===== src/rtl/bus_pkg.sv =====
// Shared definitions for the simple-system bus host arbiter: request bundle
// layout and the host-ID width helper.
package bus_pkg;

   localparam int BusAddrW = 32;
   localparam int BusDataW = 32;
   localparam int BusBeW   = BusDataW / 8;

   typedef struct packed {
      logic [BusAddrW-1:0] addr;
      logic                we;
      logic [BusBeW-1:0]   be;
      logic [BusDataW-1:0] wdata;
   } bus_req_t;

   // A single host still needs a one-bit ID so that the FIFO has a real width.
   function automatic int host_id_width(input int nr_hosts);
      return (nr_hosts <= 2) ? 1 : $clog2(nr_hosts);
   endfunction

endpackage


===== src/rtl/bus_arb_id_fifo.sv =====
// In-order ID tracking FIFO: push on grant, pop on response, head is the
// owner of the oldest outstanding transaction.
module bus_arb_id_fifo #(
   parameter int IdW   = 1,
   parameter int Depth = 2
) (
   input  logic           clk_i,
   input  logic           rst_ni,
   input  logic           push_i,
   input  logic [IdW-1:0] id_i,
   input  logic           pop_i,
   output logic           full_o,
   output logic           empty_o,
   output logic [IdW-1:0] head_o
);

   localparam int PtrW = (Depth <= 1) ? 1 : $clog2(Depth);
   localparam int CntW = $clog2(Depth + 1);

   logic [IdW-1:0]  mem_q [Depth];
   logic [PtrW-1:0] wptr_q, wptr_d, rptr_q, rptr_d;
   logic [CntW-1:0] cnt_q, cnt_d;
   logic            do_push, do_pop;

   function automatic logic [PtrW-1:0] ptr_inc(input logic [PtrW-1:0] p);
      return (p == PtrW'(Depth - 1)) ? '0 : p + PtrW'(1);
   endfunction

   assign full_o  = (cnt_q == CntW'(Depth));
   assign empty_o = (cnt_q == '0);
   assign head_o  = mem_q[rptr_q];

   // A full FIFO refuses pushes even when it pops in the same cycle.
   assign do_push = push_i && !full_o;
   assign do_pop  = pop_i && !empty_o;

   always_comb begin
      wptr_d = wptr_q;
      rptr_d = rptr_q;
      cnt_d  = cnt_q;
      if (do_push) wptr_d = ptr_inc(wptr_q);
      if (do_pop)  rptr_d = ptr_inc(rptr_q);
      if (do_push && !do_pop)      cnt_d = cnt_q + CntW'(1);
      else if (!do_push && do_pop) cnt_d = cnt_q - CntW'(1);
   end

   always_ff @(posedge clk_i or negedge rst_ni) begin
      if (!rst_ni) begin
         wptr_q <= '0;
         rptr_q <= '0;
         cnt_q  <= '0;
      end else begin
         wptr_q <= wptr_d;
         rptr_q <= rptr_d;
         cnt_q  <= cnt_d;
      end
   end

   always_ff @(posedge clk_i) begin
      if (do_push) mem_q[wptr_q] <= id_i;
   end

endmodule


===== src/rtl/bus_host_arb.sv =====
// Round-robin arbiter sharing one req/gnt/rvalid bus port between NrHosts
// hosts; responses are routed back in order through an ID FIFO.
module bus_host_arb
   import bus_pkg::*;
#(
   parameter int NrHosts        = 2,
   parameter int DataWidth      = 32,
   parameter int AddressWidth   = 32,
   parameter int MaxOutstanding = 2
) (
   input  logic                                clk_i,
   input  logic                                rst_ni,
   input  logic [NrHosts-1:0]                  host_req_i,
   output logic [NrHosts-1:0]                  host_gnt_o,
   input  logic [NrHosts*AddressWidth-1:0]     host_addr_i,
   input  logic [NrHosts-1:0]                  host_we_i,
   input  logic [NrHosts*(DataWidth/8)-1:0]    host_be_i,
   input  logic [NrHosts*DataWidth-1:0]        host_wdata_i,
   output logic [NrHosts-1:0]                  host_rvalid_o,
   output logic [NrHosts*DataWidth-1:0]        host_rdata_o,
   output logic [NrHosts-1:0]                  host_err_o,
   output logic                                dev_req_o,
   input  logic                                dev_gnt_i,
   output logic [AddressWidth-1:0]             dev_addr_o,
   output logic                                dev_we_o,
   output logic [DataWidth/8-1:0]              dev_be_o,
   output logic [DataWidth-1:0]                dev_wdata_o,
   input  logic                                dev_rvalid_i,
   input  logic [DataWidth-1:0]                dev_rdata_i,
   input  logic                                dev_err_i,
   output logic                                resp_unexpected_o
);

   localparam int IdW = host_id_width(NrHosts);
   localparam int BeW = DataWidth / 8;

   logic [IdW-1:0] ptr_q, ptr_d, lock_idx_q, lock_idx_d, sel, head;
   logic           lock_q, lock_d, sel_valid;
   logic           fifo_full, fifo_empty, grant, pop;

   // Locked selection wins; otherwise search ptr..NrHosts-1, then wrap from 0.
   always_comb begin
      sel       = '0;
      sel_valid = 1'b0;
      if (lock_q && host_req_i[lock_idx_q]) begin
         sel       = lock_idx_q;
         sel_valid = 1'b1;
      end else begin
         for (int h = 0; h < NrHosts; h++) begin
            if (!sel_valid && host_req_i[h] && (IdW'(h) >= ptr_q)) begin
               sel       = IdW'(h);
               sel_valid = 1'b1;
            end
         end
         for (int h = 0; h < NrHosts; h++) begin
            if (!sel_valid && host_req_i[h]) begin
               sel       = IdW'(h);
               sel_valid = 1'b1;
            end
         end
      end
   end

   // Outputs are gated by rst_ni so they read 0 as soon as reset asserts.
   assign dev_req_o         = rst_ni && sel_valid && !fifo_full;
   assign grant             = dev_req_o && dev_gnt_i;
   assign pop               = rst_ni && dev_rvalid_i && !fifo_empty;
   assign resp_unexpected_o = rst_ni && dev_rvalid_i && fifo_empty;

   always_comb begin
      dev_addr_o  = '0;
      dev_we_o    = 1'b0;
      dev_be_o    = '0;
      dev_wdata_o = '0;
      for (int h = 0; h < NrHosts; h++) begin
         if (dev_req_o && (sel == IdW'(h))) begin
            dev_addr_o  = host_addr_i[h*AddressWidth +: AddressWidth];
            dev_we_o    = host_we_i[h];
            dev_be_o    = host_be_i[h*BeW +: BeW];
            dev_wdata_o = host_wdata_i[h*DataWidth +: DataWidth];
         end
      end
   end

   always_comb begin
      host_gnt_o    = '0;
      host_rvalid_o = '0;
      host_err_o    = '0;
      host_rdata_o  = '0;
      for (int h = 0; h < NrHosts; h++) begin
         host_gnt_o[h]    = grant && (sel == IdW'(h));
         host_rvalid_o[h] = pop && (head == IdW'(h));
         host_err_o[h]    = pop && (head == IdW'(h)) && dev_err_i;
         host_rdata_o[h*DataWidth +: DataWidth] =
            (pop && (head == IdW'(h))) ? dev_rdata_i : '0;
      end
   end

   always_comb begin
      ptr_d      = ptr_q;
      lock_d     = lock_q;
      lock_idx_d = lock_idx_q;
      if (grant) begin
         ptr_d  = (sel == IdW'(NrHosts - 1)) ? '0 : sel + IdW'(1);
         lock_d = 1'b0;
      end else if (dev_req_o) begin
         lock_d     = 1'b1;
         lock_idx_d = sel;
      end else if (lock_q && !host_req_i[lock_idx_q]) begin
         lock_d = 1'b0;
      end
   end

   always_ff @(posedge clk_i or negedge rst_ni) begin
      if (!rst_ni) begin
         ptr_q      <= '0;
         lock_q     <= 1'b0;
         lock_idx_q <= '0;
      end else begin
         ptr_q      <= ptr_d;
         lock_q     <= lock_d;
         lock_idx_q <= lock_idx_d;
      end
   end

   bus_arb_id_fifo #(
      .IdW   (IdW),
      .Depth (MaxOutstanding)
   ) u_id_fifo (
      .clk_i   (clk_i),
      .rst_ni  (rst_ni),
      .push_i  (grant),
      .id_i    (sel),
      .pop_i   (pop),
      .full_o  (fifo_full),
      .empty_o (fifo_empty),
      .head_o  (head)
   );

endmodule


===== config.mk =====
export PLATFORM = sky130hd
export DESIGN_NAME = bus_host_arb
export DESIGN_NICKNAME = d
export VERILOG_FILES = /design/src/rtl/bus_pkg.sv /design/src/rtl/bus_arb_id_fifo.sv /design/src/rtl/bus_host_arb.sv
export SDC_FILE = /design/constraint.sdc
export NUM_CORES = 1
export LEC_CHECK = 0
export BUFFER_PORTS_ARGS = -buffer_cell sky130_fd_sc_hd__buf_4
export CAP_MARGIN = 20
export CORE_AREA = 3 3 122 124
export CTS_CLUSTER_DIAMETER = 30
export CTS_CLUSTER_SIZE = 24
export DETAILED_ROUTE_END_ITERATION = 10
export DIE_AREA = 0 0 125 127
export PLACE_DENSITY_LB_ADDON = 0.15
export SETUP_SLACK_MARGIN = 0.02
export SLEW_MARGIN = 20
export SYNTH_ARGS = -nofsm -noshare
export SYNTH_HDL_FRONTEND = slang
export SYNTH_SLANG_ARGS = --single-unit

===== constraint.sdc =====
create_clock -name clk_i -period 3.35 [get_ports clk_i]
set_clock_uncertainty 0.15 [all_clocks]
set_input_delay 0.335 -clock clk_i [delete_from_list [all_inputs] [get_ports clk_i]]
set_output_delay 0.335 -clock clk_i [all_outputs]
set_load 0.05 [all_outputs]

==> flow_summary.json <==
{
  "rr_startpoint": "u_id_fifo.cnt_q[1]$_DFFE_PN0P_",
  "power.switching_w": 0.001635,
  "clk_latency_ns": 0.23,
  "final_nets": 829,
  "synth_top_area_share_pct": 27.49,
  "worst_setup_path_start_kind": "primary input",
  "critPathArrivalTime_ns": 2.41,
  "dieArea_mm2": 0.01588,
  "finalNonFillerCells": 830,
  "worstReg2RegEnd": "u_id_fifo.cnt_q[1]$_DFFE_PN0P_",
  "yosys.cell_types.count": 24,
  "grt_max_degree": 68,
  "via_per_inst": 4.583,
  "die_width_um": 125,
  "clkPwrFrac_pct": 7.8,
  "clkTransAtPathRegs_ns": 0.04,
  "p_int_w": 0.001076,
  "ant_nets": 0,
  "holdPathStages": 2,
  "wirelength_um": 12120,
  "place_congestion": 0.8653,
  "cts.sinks": 9,
  "h-tree-depth": 1,
  "final_common_cell": "buf_4",
  "drtPass1Iterations": 4,
  "relSlewSlack_pct": 66.64,
  "portBuffers": 317,
  "start_util_pct": 18.62,
  "layout_min_cycle_time_ns": 2.894,
  "p_per_area_mw_per_mm2": 533.0,
  "grt_pass1_vias": 3746,
  "r2r_cells": 8,
  "post-route-period-util_pct": 86.39,
  "grt-ovfl-total": 0,
  "place_inst": 825,
  "numCtsBuffers": 3,
  "synthCells": 369,
  "hpwl_um": 9835,
  "postCtsSetupRepairBufs": 0,
  "synth.area.top_cells": "mux2i_1, nand3_1, and3_1",
  "finalMaxSlewViolations": 0,
  "ys_seq_elements": 9,
  "core-area_mm2": 0.01388,
  "reg2reg_slack_ns": 1.24,
  "leakage_nw": 2.843,
  "syn_area_mm2": 0.002585,
  "final_cell_mix": "buf_4, nand3_1, mux2i_1",
  "vdd_drop_max_uv": 271.1,
  "min_path_type": "in -> reg",
  "setup_viol": 0,
  "syn_area_per_cell_um2": 7.005,
  "num_vias": 3804,
  "critPathKind": "in -> out",
  "tritoncts": "done",
  "synthToLayoutAreaGrowth_pct": 96.71,
  "rsz0062_at_grt": "false",
  "boundaryPins": 318,
  "holdPathEnd": "ptr_q$_DFFE_PN0N_",
  "cp_max_fo": 41,
  "yosys.area.top_type": "mux2i_1",
  "yosys_warnings": 0,
  "hold_buffers": 1,
  "p_comb_share_pct": 84.7,
  "track_usage_pct": 13.61,
  "min_from": "dev_gnt_i",
  "status": "finished, final reports clean",
  "final_layout_size_suffix_gt1_share_pct": 52.31,
  "first_iter_violations": 86,
  "diodes": 0,
  "power.total_w": 0.002710,
  "grt_pass1_wl_um": 18440,
  "grt_antenna_before_repair": 0,
  "avgRoutedWirePerCell_um": 14.60,
  "final_area_mm2": 0.005085,
  "root_buffer": "clkbuf_16",
  "ys_seq_area_share_pct": 9.100,
  "seqPwrFrac_pct": 7.6,
  "timing.fmax_ghz": 0.3455,
  "std_cell_rows": 43,
  "hold_violations": 0,
  "worstMarginPinSlew_ns": 0.5004,
  "endpoint_kind": "primary output",
  "placed_area_mm2": 0.004996,
  "cp.required_ns": 2.86,
  "syn-num-nets": 547,
  "die_h_um": 127,
  "maxCapViolCount": 0,
  "drc_errors": 0,
  "cts_buffer_depth": 2,
  "p_sw_share_pct": 60.31,
  "cts_resized": 0,
  "final.setup.tns_ns": 0
}
-- worst max path at each step --
stage | startpoint | end | slack [ns] | cells after the start
2_1_floorplan | lock_q$_DFFE_PN0P_ | dev_addr_o[0] | 0.98 | 5
3_3_place_gp | rst_ni | dev_addr_o[0] | 1.02 | 6
3_5_place_dp | rst_ni | dev_addr_o[0] | 0.99 | 6
4_1_cts | rst_ni | dev_addr_o[0] | 0.41 | 7
5_1_grt | rst_ni | dev_addr_o[16] | 0.26 | 7
6_report | rst_ni | dev_addr_o[23] | 0.46 | 7
-- flip-flops by register name, indices dropped and copies added, names as in the netlist --
name / count
lock_idx_q: 1
u_id_fifo.rptr_q: 1
u_id_fifo.cnt_q: 2
u_id_fifo.wptr_q: 1
lock_q: 1
ptr_q: 1
u_id_fifo.mem_q: 2
-- kinds of logic after synthesis --
logic type / share of synthesized area, %
muxes: 28.80
AOI/OAI and AO/OA: 1.258
adders and majority gates: 0.4839
and+or+nand+nor: 45.64
DFF: 9.100
buffers and inverters: 13.02
xor gates and xnor gates: 1.694
-- power groups by stage --
| stage | registers [W] | clock network, W | logic [W] |
|---|---|---|---|
| 2_1_floorplan | 0.000192 | 0 | 0.00175 |
| 3_3_place_gp | 0.000204 | 0 | 0.00229 |
| 3_5_place_dp | 0.000207 | 0 | 0.00231 |
| 4_1_cts | 0.000206 | 0.000216 | 0.00232 |
| 5_1_grt | 0.000210 | 0.000226 | 0.00245 |
| 6_report | 0.000205 | 0.000211 | 0.00229 |
-- cell type report --
| cell class | instances | area, um^2 |
|---|---|---|
| well taps | 180 | 225.2 |
| fillers | 1440 | 8796 |
| clock buffers | 4 | 78.83 |
| multi-input cells | 305 | 2046 |
| inverters | 2 | 7.507 |
| repair buffers | 330 | 2492 |
| flip-flops and latches | 9 | 235.2 |
-- routing by layer --
| layer | up-vias | GRT usage (%) | wire [um] |
|---|---|---|---|
| met5 | - | 0 | 0 |
| met4 | 0 | 1.786 | 114 |
| met3 | 8 | 5.226 | 1338 |
| met2 | 203 | 27.59 | 6531 |
| met1 | 1682 | 13.32 | 4134 |
| li1 | 1911 | - | - |
-- synth_stat cells, drive strengths merged --
master and number:
nor2 7, buf 41, o21a 1, and3 68, inv 2, dfrtp 7, nand2 2, ha 1
clkbuf 12, mux2i 71, nor3 1, and2 1, o21ai 1, nand3 139, nand3b 1, nand2b 1
a21boi 1, xnor2 3, mux2 3, edfxtp 2, xor2 2, a31oi 2
-- worst max-delay path: stages --
cell,delay [ns]
dlygate4sd3_1,0.54
buf_4,0.18
o21a_4,0.41
buf_4,0.40
nand3_1,0.12
mux2i_1,0.17
buf_4,0.22
-- stage by stage --
step	hold WS (ns)	setup slack, ns	util (%)
6_report	0.1796	0.4558	36.63
3_5_place_dp	0.01679	0.9862	35.99
3_3_place_gp	0.01154	1.020	35.99
4_1_cts	0.1785	0.4077	36.63
2_1_floorplan	-0.1106	0.9786	-
5_1_grt	0.1843	0.2600	36.63
(Power assumes the default switching activity.)
